**src/rtl/pc_ctrl.sv**
```systemverilog
// PC sequencing controller: selects the next PC and raises stall/flush for
// jumps, taken branches, load-use hazards and AES coprocessor waits.
module pc_ctrl #(
  parameter int unsigned AES_TIMEOUT = 255
) (
  input  logic        clk,
  input  logic        rst,
  input  logic [31:0] pc_cur,
  input  logic        jump,
  input  logic [31:0] jump_target,
  input  logic        branch_taken,
  input  logic [31:0] branch_target,
  input  logic        load_use,
  input  logic        aes_start,
  input  logic        aes_done,
  output logic [31:0] pc_next,
  output logic        pc_stall,
  output logic        flush,
  output logic        aes_busy,
  output logic        aes_timeout
);

  typedef enum logic [1:0] {
    RUN      = 2'd0,
    WAIT_AES = 2'd1,
    FLUSH    = 2'd2
  } state_e;

  localparam logic [7:0] TMO_LAST = 8'(AES_TIMEOUT - 1);

  state_e      state_q, state_d;
  logic [7:0]  cnt_q, cnt_d;
  logic        busy_q, busy_d;
  logic        tmo_q, tmo_d;
  logic [31:0] seq_pc;

  assign seq_pc      = pc_cur + 32'd4;
  assign aes_busy    = busy_q;
  assign aes_timeout = tmo_q;

  always_ff @(posedge clk or negedge rst) begin
    if (!rst) begin
      state_q <= RUN;
      cnt_q   <= '0;
      busy_q  <= 1'b0;
      tmo_q   <= 1'b0;
    end else begin
      state_q <= state_d;
      cnt_q   <= cnt_d;
      busy_q  <= busy_d;
      tmo_q   <= tmo_d;
    end
  end

  always_comb begin
    state_d  = state_q;
    cnt_d    = cnt_q;
    tmo_d    = tmo_q;
    pc_next  = seq_pc;
    pc_stall = 1'b0;
    flush    = 1'b0;
    case (state_q)
      RUN: begin
        if (jump) begin
          pc_next = {jump_target[31:2], 2'b00};
          flush   = 1'b1;
          state_d = FLUSH;
        end else if (branch_taken) begin
          pc_next = {branch_target[31:2], 2'b00};
          flush   = 1'b1;
          state_d = FLUSH;
        end else if (aes_start) begin
          pc_next  = pc_cur;
          pc_stall = 1'b1;
          cnt_d    = '0;
          state_d  = WAIT_AES;
        end else if (load_use) begin
          pc_next  = pc_cur;
          pc_stall = 1'b1;
        end
      end
      WAIT_AES: begin
        pc_next  = pc_cur;
        pc_stall = 1'b1;
        cnt_d    = cnt_q + 8'd1;
        // A completion in the expiry cycle wins, so the flag is not raised.
        if (aes_done) begin
          state_d = RUN;
        end else if (cnt_q == TMO_LAST) begin
          tmo_d   = 1'b1;
          state_d = RUN;
        end
      end
      FLUSH: begin
        flush   = 1'b1;
        state_d = RUN;
      end
      default: state_d = RUN;
    endcase
    busy_d = (state_d == WAIT_AES);
  end

endmodule

```
**config.mk**
```make
export PLATFORM = sky130hd
export DESIGN_NAME = pc_ctrl
export DESIGN_NICKNAME = d
export VERILOG_FILES = /design/src/rtl/pc_ctrl.sv
export SDC_FILE = /design/constraint.sdc
export NUM_CORES = 1
export LEC_CHECK = 0
export CAP_MARGIN = 10
export CORE_ASPECT_RATIO = 0.8
export CORE_UTILIZATION = 41
export DETAILED_ROUTE_END_ITERATION = 8
export PLACE_DENSITY = 0.81
export SYNTH_ARGS = -nofsm -noshare
export SYNTH_HDL_FRONTEND = slang
export SYNTH_SLANG_ARGS = --single-unit
```
**constraint.sdc**
```tcl
create_clock -name clk -period 2.7 [get_ports clk]
set_input_delay 0.54 -clock clk [delete_from_list [all_inputs] [get_ports clk]]
set_output_delay 0.54 -clock clk [all_outputs]
set_load 0.1 [all_outputs]
```
==> results of run 1 <==
-- synth_stat cells (10+ instances only) --
library cell	n	area, µm²
a21oi_1	25	125
buf_2	10	50.1
clkbuf_1	26	97.6
dfrtp_1	12	300
nand2_1	48	180
nand3_1	15	75.1
nand4_1	23	144
nor2_1	35	131
nor3_1	17	85.1
o21ai_0	31	155
o221ai_1	35	307
xor2_1	19	166
-- cells by family after synthesis --
family,synth area share (%)
AO/OA/AOI/OAI,34.4
XOR/XNOR,8.89
adder cells (fa/ha/maj),1.41
buffers and inverters,6.68
flip-flops,11.3
multiplexers,0.753
AND/OR/NAND/NOR,36.5
-- layer usage --
| layer | track usage [%] | GRT overflow |
|---|---|---|
| met5 | 12.5 | 0 |
| met4 | 74.8 | 8 |
| met3 | 49.7 | 0 |
| met2 | 92.3 | 3 |
| met1 | 73.2 | 0 |
-- through the flow --
stage / instances / area (µm²) / util (%)
after floorplan: 406 / 3220 / -
after global placement: 690 / 5570 / 91.7
after detailed placement: 690 / 5570 / 91.7
after CTS: 703 / 5860 / 96.6
-- repair_timing --
item | in CTS
pin swaps | 30
endpoints found under the setup margin | 30
gates cloned | 3
resized for setup | 133
buffers inserted | 6
==> flow_summary_export.csv, run 1 <==
group,metric,value,unit
synth,synthArstFlopShare,100,%
synth,syn_nets,512,
synth,synth_ff_type,"dfrtp_1",
die,start_util,43.8,%
cts,clock-root-buffer,"clkbuf_8",
cts,ctsHoldBuffers,0,
cts,cts.sinks,12,
global_route,grt_pass1_vias,6251,
global_route,grt_pass1_wl,36700,µm
cts,cts_htree_levels,1,
cts,clk_path_buf_depth,2,
placement,dp_slack,-0.611,ns
synth,synth.cell_area,2660,µm²
cts,cts_buffers,3,
die,dieHeight,74.0,µm
outcome,status,"stopped before the end",
synth,syn_inst,406,
outcome,error,"[ERROR GRT-0116] Global routing finished with congestion. Check the congestion regions in the DRC Viewer.",
die,io_pins,139,
synth,ys_types,48,
die,rows,25,
placement,globalplace.congestion,0.963,
die,die_x,92.0,µm
synth,synth_edf_count,0,
outcome,haltStage,"5_1_grt",
global_route,grt_usage,71.5,%
placement,dp_hpwl,11200,µm
synth,ys_seq_area_share,11.3,%
synth,synth_area_per_cell,6.55,µm²
global_route,grt_start_max_net_pins,20,
synth,yosysWarningCount,0,
synth,synth_seq_cells,12,
placement,io_buffers,134,
global_route,grt_overflow,11,
==> inputs of run 2 (changes only) <==
--- a/config.mk
+++ b/config.mk
@@ -6,10 +6,9 @@
 export NUM_CORES = 1
 export LEC_CHECK = 0
 export CAP_MARGIN = 10
-export CORE_ASPECT_RATIO = 0.8
-export CORE_UTILIZATION = 41
+export CORE_UTILIZATION = 35
 export DETAILED_ROUTE_END_ITERATION = 8
-export PLACE_DENSITY = 0.81
+export PLACE_DENSITY_LB_ADDON = 0.15
 export SYNTH_ARGS = -nofsm -noshare
 export SYNTH_HDL_FRONTEND = slang
 export SYNTH_SLANG_ARGS = --single-unit
==> run 2 against run 1 <==
Against the previous run:
- the flow now finishes, with violations (setup timing)
- synthesized cell count did not move
- synthesized area did not move
==> flow_summary_export.csv, run 2 <==
group,metric,value,unit
final_layout,area_growth,128,%
die,dieHeight,89.2,µm
worst_setup_path,crit_fanout,3,
synth,synth.cell_area,2660,µm²
global_route,grt_overflow,0,
route,detail-route-antenna-nets,0,
pwr,peakVddDrop,0.520,mV
synth,syn_nets,512,
global_route,antenna_found_initial,0,
final_layout,drive_gt1_share,44.1,%
die,die_x,89.2,µm
placement,dp_slack,-0.611,ns
timing,slew_viol_final,0,
global_route,grt_pass1_wl,20600,µm
synth,synthTopCellsByCount,"nand2_1 (48), nor2_1 (35), o221ai_1 (35)",
cts,clock-root-buffer,"clkbuf_8",
final_layout,fin_area,6070,µm²
worst_hold_path,hold_class,"register to register",
flow_run,maxCapViolations,0,
cts,clk_path_buf_depth,2,
synth,synth_top_area_share,11.5,%
route,drc,0,
synth,synth_area_leader_cell,"o221ai_1",
die,io_pins,139,
timing,hold_viol_final,0,
final_layout,antenna_cells,0,
timing,clock.fmax,353,MHz
timing,period_needed,2.83,ns
cts,clock_latency,0.24,ns
route,vias,4437,
worst_setup_path,start_kind,"input pin",
cts,cts_tree,"done",
timing,finalSetupViolCount,6,
placement,io_buffers,134,
global_route,grt_pass1_vias,4273,
timing,period_share,105,%
route,drtIter0Drc,248,
final_layout,mostFrequentLayoutCell,"buf_4",
final_layout,regMostFlops,"cnt_q",
cts,clk_pin_slew,0.05,ns
synth,ys_types,48,
synth,synth_seq_cells,12,
synth,yosysWarningCount,0,
pwr,powerDensity,469,nW/µm²
global_route,grt_start_max_net_pins,21,
timing,rsz0062_at_grt,"yes",
outcome,status,"complete, but fails checks",
final_layout,fin_nets,739,
route,first_pass_iters,5,
timing,whs,0.454,ns
cts,cts_htree_levels,1,
worst_setup_path,cp.required,2.16,ns
timing,finalWorstSetupSlack,-0.131,ns
pwr,leakage,2.50,nW
timing,slew_headroom,65.1,%
outcome,violations,"setup timing",
final_layout,final_cell_mix,"buf_4 (108), clkdlybuf4s50_1 (70), nand2_1 (48)",
cts,cts.sinks,12,
die,start_util,36.5,%
die,rows,31,
placement,globalplace.congestion,0.903,
global_route,grt_usage,33.5,%
placement,place_area,5600,µm²
synth,synth_ff_type,"dfrtp_1",
timing,worst_pin_slew,0.522,ns
cts,cts_buffers,3,
die,core,7290,µm²
final_layout,reg_top3,"cnt_q: 8 flops, state_q: 2 flops",
pwr,total_power,2.85,mW
route,vias_per_cell,6.08,
cts,ctsHoldBuffers,0,
worst_setup_path,cp.arrival,2.29,ns
synth,yosys-top-cells-area,"o221ai_1 (12%), dfrtp_1 (11%), nand2_1 (6.8%)",
synth,syn_inst,406,
placement,dp_hpwl,10500,µm
timing,finClkSkew,0.00233,ns
route,finalWirelength,14200,µm
worst_setup_path,critical_path_class,"input pin to output port",
final_layout,largest_reg_flops,8,
synth,synth_edf_count,0,
synth,ys_seq_area_share,11.3,%
route,wire_per_inst,19.4,µm
final_layout,final_core_util,83.2,%
synth,synth_area_per_cell,6.55,µm²
worst_setup_path,endpoint_kind,"output port",
synth,synth_most_common_cell,"nand2_1",
synth,synthArstFlopShare,100,%
die,dieArea,7950,µm²
==> run 2: cell counts after synthesis <==
No cell type changed its count.
==> run 2: layer usage <==
metal | up-vias | GRT usage [%] | share of wire [%]
met4 | 0 | 15.2 | 3.5
met2 | 260 | 59.5 | 50
met1 | 2092 | 40.3 | 39
li1 | 2030 | - | -
met3 | 55 | 4.25 | 7.7
met5 | - | 0 | 0
==> run 2: cells by family (layout without fill, tap and decap cells) <==
family	after synthesis	count (layout)	share of synthesized area, %
flip-flops	12	12	11.3
multiplexers	2	2	0.753
buffers and inverters	44	267	6.68
XOR/XNOR	27	27	8.89
AO/OA/AOI/OAI	134	134	34.4
AND/OR/NAND/NOR	184	186	36.5
adder cells (fa/ha/maj)	3	3	1.41
==> run 2: where the power goes <==
part / internal (mW) / switching (mW) / leakage (nW)
logic: 0.954 / 1.50 / 2.31
registers: 0.205 / 0.0328 / 0.163
clock network: 0.0977 / 0.0595 / 0.0216
total: 1.26 / 1.59 / 2.50
==> run 2: final cells by class <==
cell class / instances / area (µm²)
clock buffers: 3 / 41.3
repair buffers: 257 / 2660
inverters: 7 / 26.3
fillers: 447 / 1220
flip-flops and latches: 12 / 300
multi-input cells: 352 / 2920
well taps: 99 / 124
==> run 2: timing repair <==
action	CTS	global route
resized for setup	115	54
gates cloned	2	0
setup buffers	5	12
pin swaps	25	31
setup endpoints to repair	31	25
==> run 2: worst paths after layout <==
path,from,endpoint,slack (ns),depth (start not counted)
worst min register to register,aes_timeout,aes_timeout,0.45,1
worst min-delay path,aes_timeout,aes_timeout,0.45,1
worst max register to register,state_q[1],cnt_q[6],0.74,7
max in group asynchronous,rst,state_q[0],1.70,1
worst max-delay path,pc_cur[8],pc_next[22],-0.13,9
min in group asynchronous,rst,aes_timeout,0.65,1
==> run 2: worst max-delay path: stages <==
cell and delay, ns:
clkdlybuf4s15_2 0.23, nand4_4 0.11, or4_4 0.55, buf_4 0.16, buf_6 0.12, o21ai_1 0.11, and3_4 0.21, o22ai_4 0.08
buf_12 0.18
==> run 2: per-stage QoR <==
| step | instances | TNS, ns |
|---|---|---|
| after floorplan | 406 | -3.65 |
| after global placement | 708 | -11.66 |
| after detailed placement | 708 | -12.08 |
| after CTS | 718 | -0.574 |
| after global routing | 730 | -1.41 |
| final | 730 | -0.499 |
Note: power is estimated with default switching activity, not from simulation.
==> inputs of run 3 (changes only) <==
--- a/config.mk
+++ b/config.mk
@@ -5,9 +5,11 @@
 export SDC_FILE = /design/constraint.sdc
 export NUM_CORES = 1
 export LEC_CHECK = 0
+export ABC_AREA = 0
 export CAP_MARGIN = 10
 export CORE_UTILIZATION = 35
 export DETAILED_ROUTE_END_ITERATION = 8
+export HOLD_SLACK_MARGIN = 0.12
 export PLACE_DENSITY_LB_ADDON = 0.15
 export SYNTH_ARGS = -nofsm -noshare
 export SYNTH_HDL_FRONTEND = slang
==> results of run 3 <==
The final DEF is identical to that of run 2; final timing and power are the same.
==> inputs of run 4 (changes only) <==
--- a/config.mk
+++ b/config.mk
@@ -7,6 +7,7 @@
 export LEC_CHECK = 0
 export ABC_AREA = 0
 export CAP_MARGIN = 10
+export CORE_MARGIN = 2
 export CORE_UTILIZATION = 35
 export DETAILED_ROUTE_END_ITERATION = 8
 export HOLD_SLACK_MARGIN = 0.12
==> run 4 against run 3 <==
Against the previous run:
- the flow still finishes with violations (setup timing)
- via count grew 4.0%
- fmax is essentially flat
- clock power grew 24%
- sequential power is essentially flat
- sequential share of layout area shrank 0.11 points
- clock skew is essentially flat
- total power grew 3.1%
- final cell count grew 1.1%
- die area grew 4.5%
- core utilization grew 2.3 points
- combinational power grew 2%
- largest power group unchanged
==> flow_summary_export.csv, run 4 (synthesis gave the netlist of run 2 again) <==
group,metric,value,unit
timing,finalSetupViolCount,9,
pwr,powerDensity,471,nW/µm²
final_layout,fin_nets,746,
route,drc,0,
timing,slew_headroom,64.5,%
timing,whs,0.463,ns
global_route,grt_overflow,0,
cts,ctsHoldBuffers,0,
timing,rsz0062_at_grt,"yes",
worst_setup_path,cp.arrival,2.29,ns
flow_run,maxCapViolations,0,
final_layout,drive_gt1_share,47.3,%
die,start_util,36.5,%
timing,worst_pin_slew,0.531,ns
pwr,total_power,2.94,mW
cts,clk_pin_slew,0.05,ns
placement,io_buffers,134,
placement,dp_slack,-0.654,ns
final_layout,reg_top3,"cnt_q: 8 flops, state_q: 2 flops",
timing,period_share,105,%
timing,finalWorstSetupSlack,-0.130,ns
route,drtIter0Drc,408,
global_route,grt_start_max_net_pins,21,
worst_setup_path,crit_fanout,3,
final_layout,area_growth,134,%
timing,finClkSkew,0.00223,ns
outcome,status,"complete, but fails checks",
cts,clock_latency,0.24,ns
outcome,violations,"setup timing",
die,core,7290,µm²
final_layout,final_cell_mix,"buf_4 (112), clkdlybuf4s50_1 (68), nand2_1 (46)",
pwr,peakVddDrop,0.508,mV
route,finalWirelength,15400,µm
final_layout,regMostFlops,"cnt_q",
final_layout,mostFrequentLayoutCell,"buf_4",
route,vias_per_cell,6.25,
pwr,leakage,2.56,nW
final_layout,largest_reg_flops,8,
worst_setup_path,cp.required,2.16,ns
timing,hold_viol_final,0,
die,io_pins,139,
die,die_x,91.2,µm
cts,cts_tree,"done",
worst_setup_path,start_kind,"input pin",
cts,cts_buffers,3,
worst_setup_path,endpoint_kind,"output port",
placement,globalplace.congestion,0.942,
die,rows,31,
route,wire_per_inst,20.8,µm
cts,clk_path_buf_depth,2,
timing,period_needed,2.83,ns
global_route,grt_pass1_vias,4520,
final_layout,final_core_util,85.5,%
final_layout,antenna_cells,0,
final_layout,fin_area,6230,µm²
timing,clock.fmax,353,MHz
global_route,grt_usage,31.8,%
cts,cts_htree_levels,1,
route,vias,4614,
global_route,grt_pass1_wl,21900,µm
global_route,antenna_found_initial,0,
cts,clock-root-buffer,"clkbuf_8",
die,dieArea,8310,µm²
route,detail-route-antenna-nets,0,
timing,slew_viol_final,0,
placement,place_area,5660,µm²
die,dieHeight,91.2,µm
route,first_pass_iters,5,
worst_setup_path,critical_path_class,"input pin to output port",
cts,cts.sinks,12,
worst_hold_path,hold_class,"register to register",
placement,dp_hpwl,10300,µm
==> run 4: cell type report <==
cell class | count | area, µm²
timing repair buffer | 266 | 2750
multi-input combinational | 350 | 2980
sequential | 12 | 302
tap | 99 | 124
fill | 386 | 1060
clock buffer | 4 | 55.1
inverter | 7 | 31.3
==> run 4: final timing paths <==
kind | slack [ns] | cells past startpoint | from | endpoint
max | -0.13 | 9 | pc_cur[7] | pc_next[22]
min | 0.46 | 1 | aes_timeout | aes_timeout
max reg2reg | 0.74 | 7 | state_q[1] | cnt_q[5]
min reg2reg | 0.46 | 1 | aes_timeout | aes_timeout
max in group asynchronous | 1.67 | 1 | rst | state_q[1]
min in group asynchronous | 0.65 | 1 | rst | cnt_q[1]
==> run 4: layer usage <==
metal  share of wire [%]  global-route usage (%)  vias up
li1                    -                       -     2036
met1                  37                    38.2     2196
met5                   0                       0        -
met3                 7.9                    3.82       71
met2                  51                    58.1      311
met4                 4.8                    10.6        0
==> run 4: critical path, stage by stage <==
cell and delay [ns]:
buf_2 0.13, nand4_4 0.11, or4_4 0.60, buf_4 0.17
buf_6 0.12, o21ai_1 0.11, and3_1 0.22, o22ai_4 0.10
buf_12 0.19
==> run 4: report_power, final <==
group	switching [mW]	internal, mW	leakage (nW)
sequential	0.0347	0.205	0.162
clock	0.0654	0.129	0.0288
combinational	1.52	0.982	2.36
==> run 4: timing repair <==
item,CTS,global route
buffers inserted,12,7
resized for setup,128,87
endpoints found under the setup margin,30,30
pin swaps,28,37
cloned,1,1
==> run 4: through the flow <==
step	TNS (ns)	cells
after floorplan	-3.65	406
after global placement	-11.38	714
after detailed placement	-12.24	714
after CTS	-0.568	730
after global routing	-1.32	738
final	-0.633	738
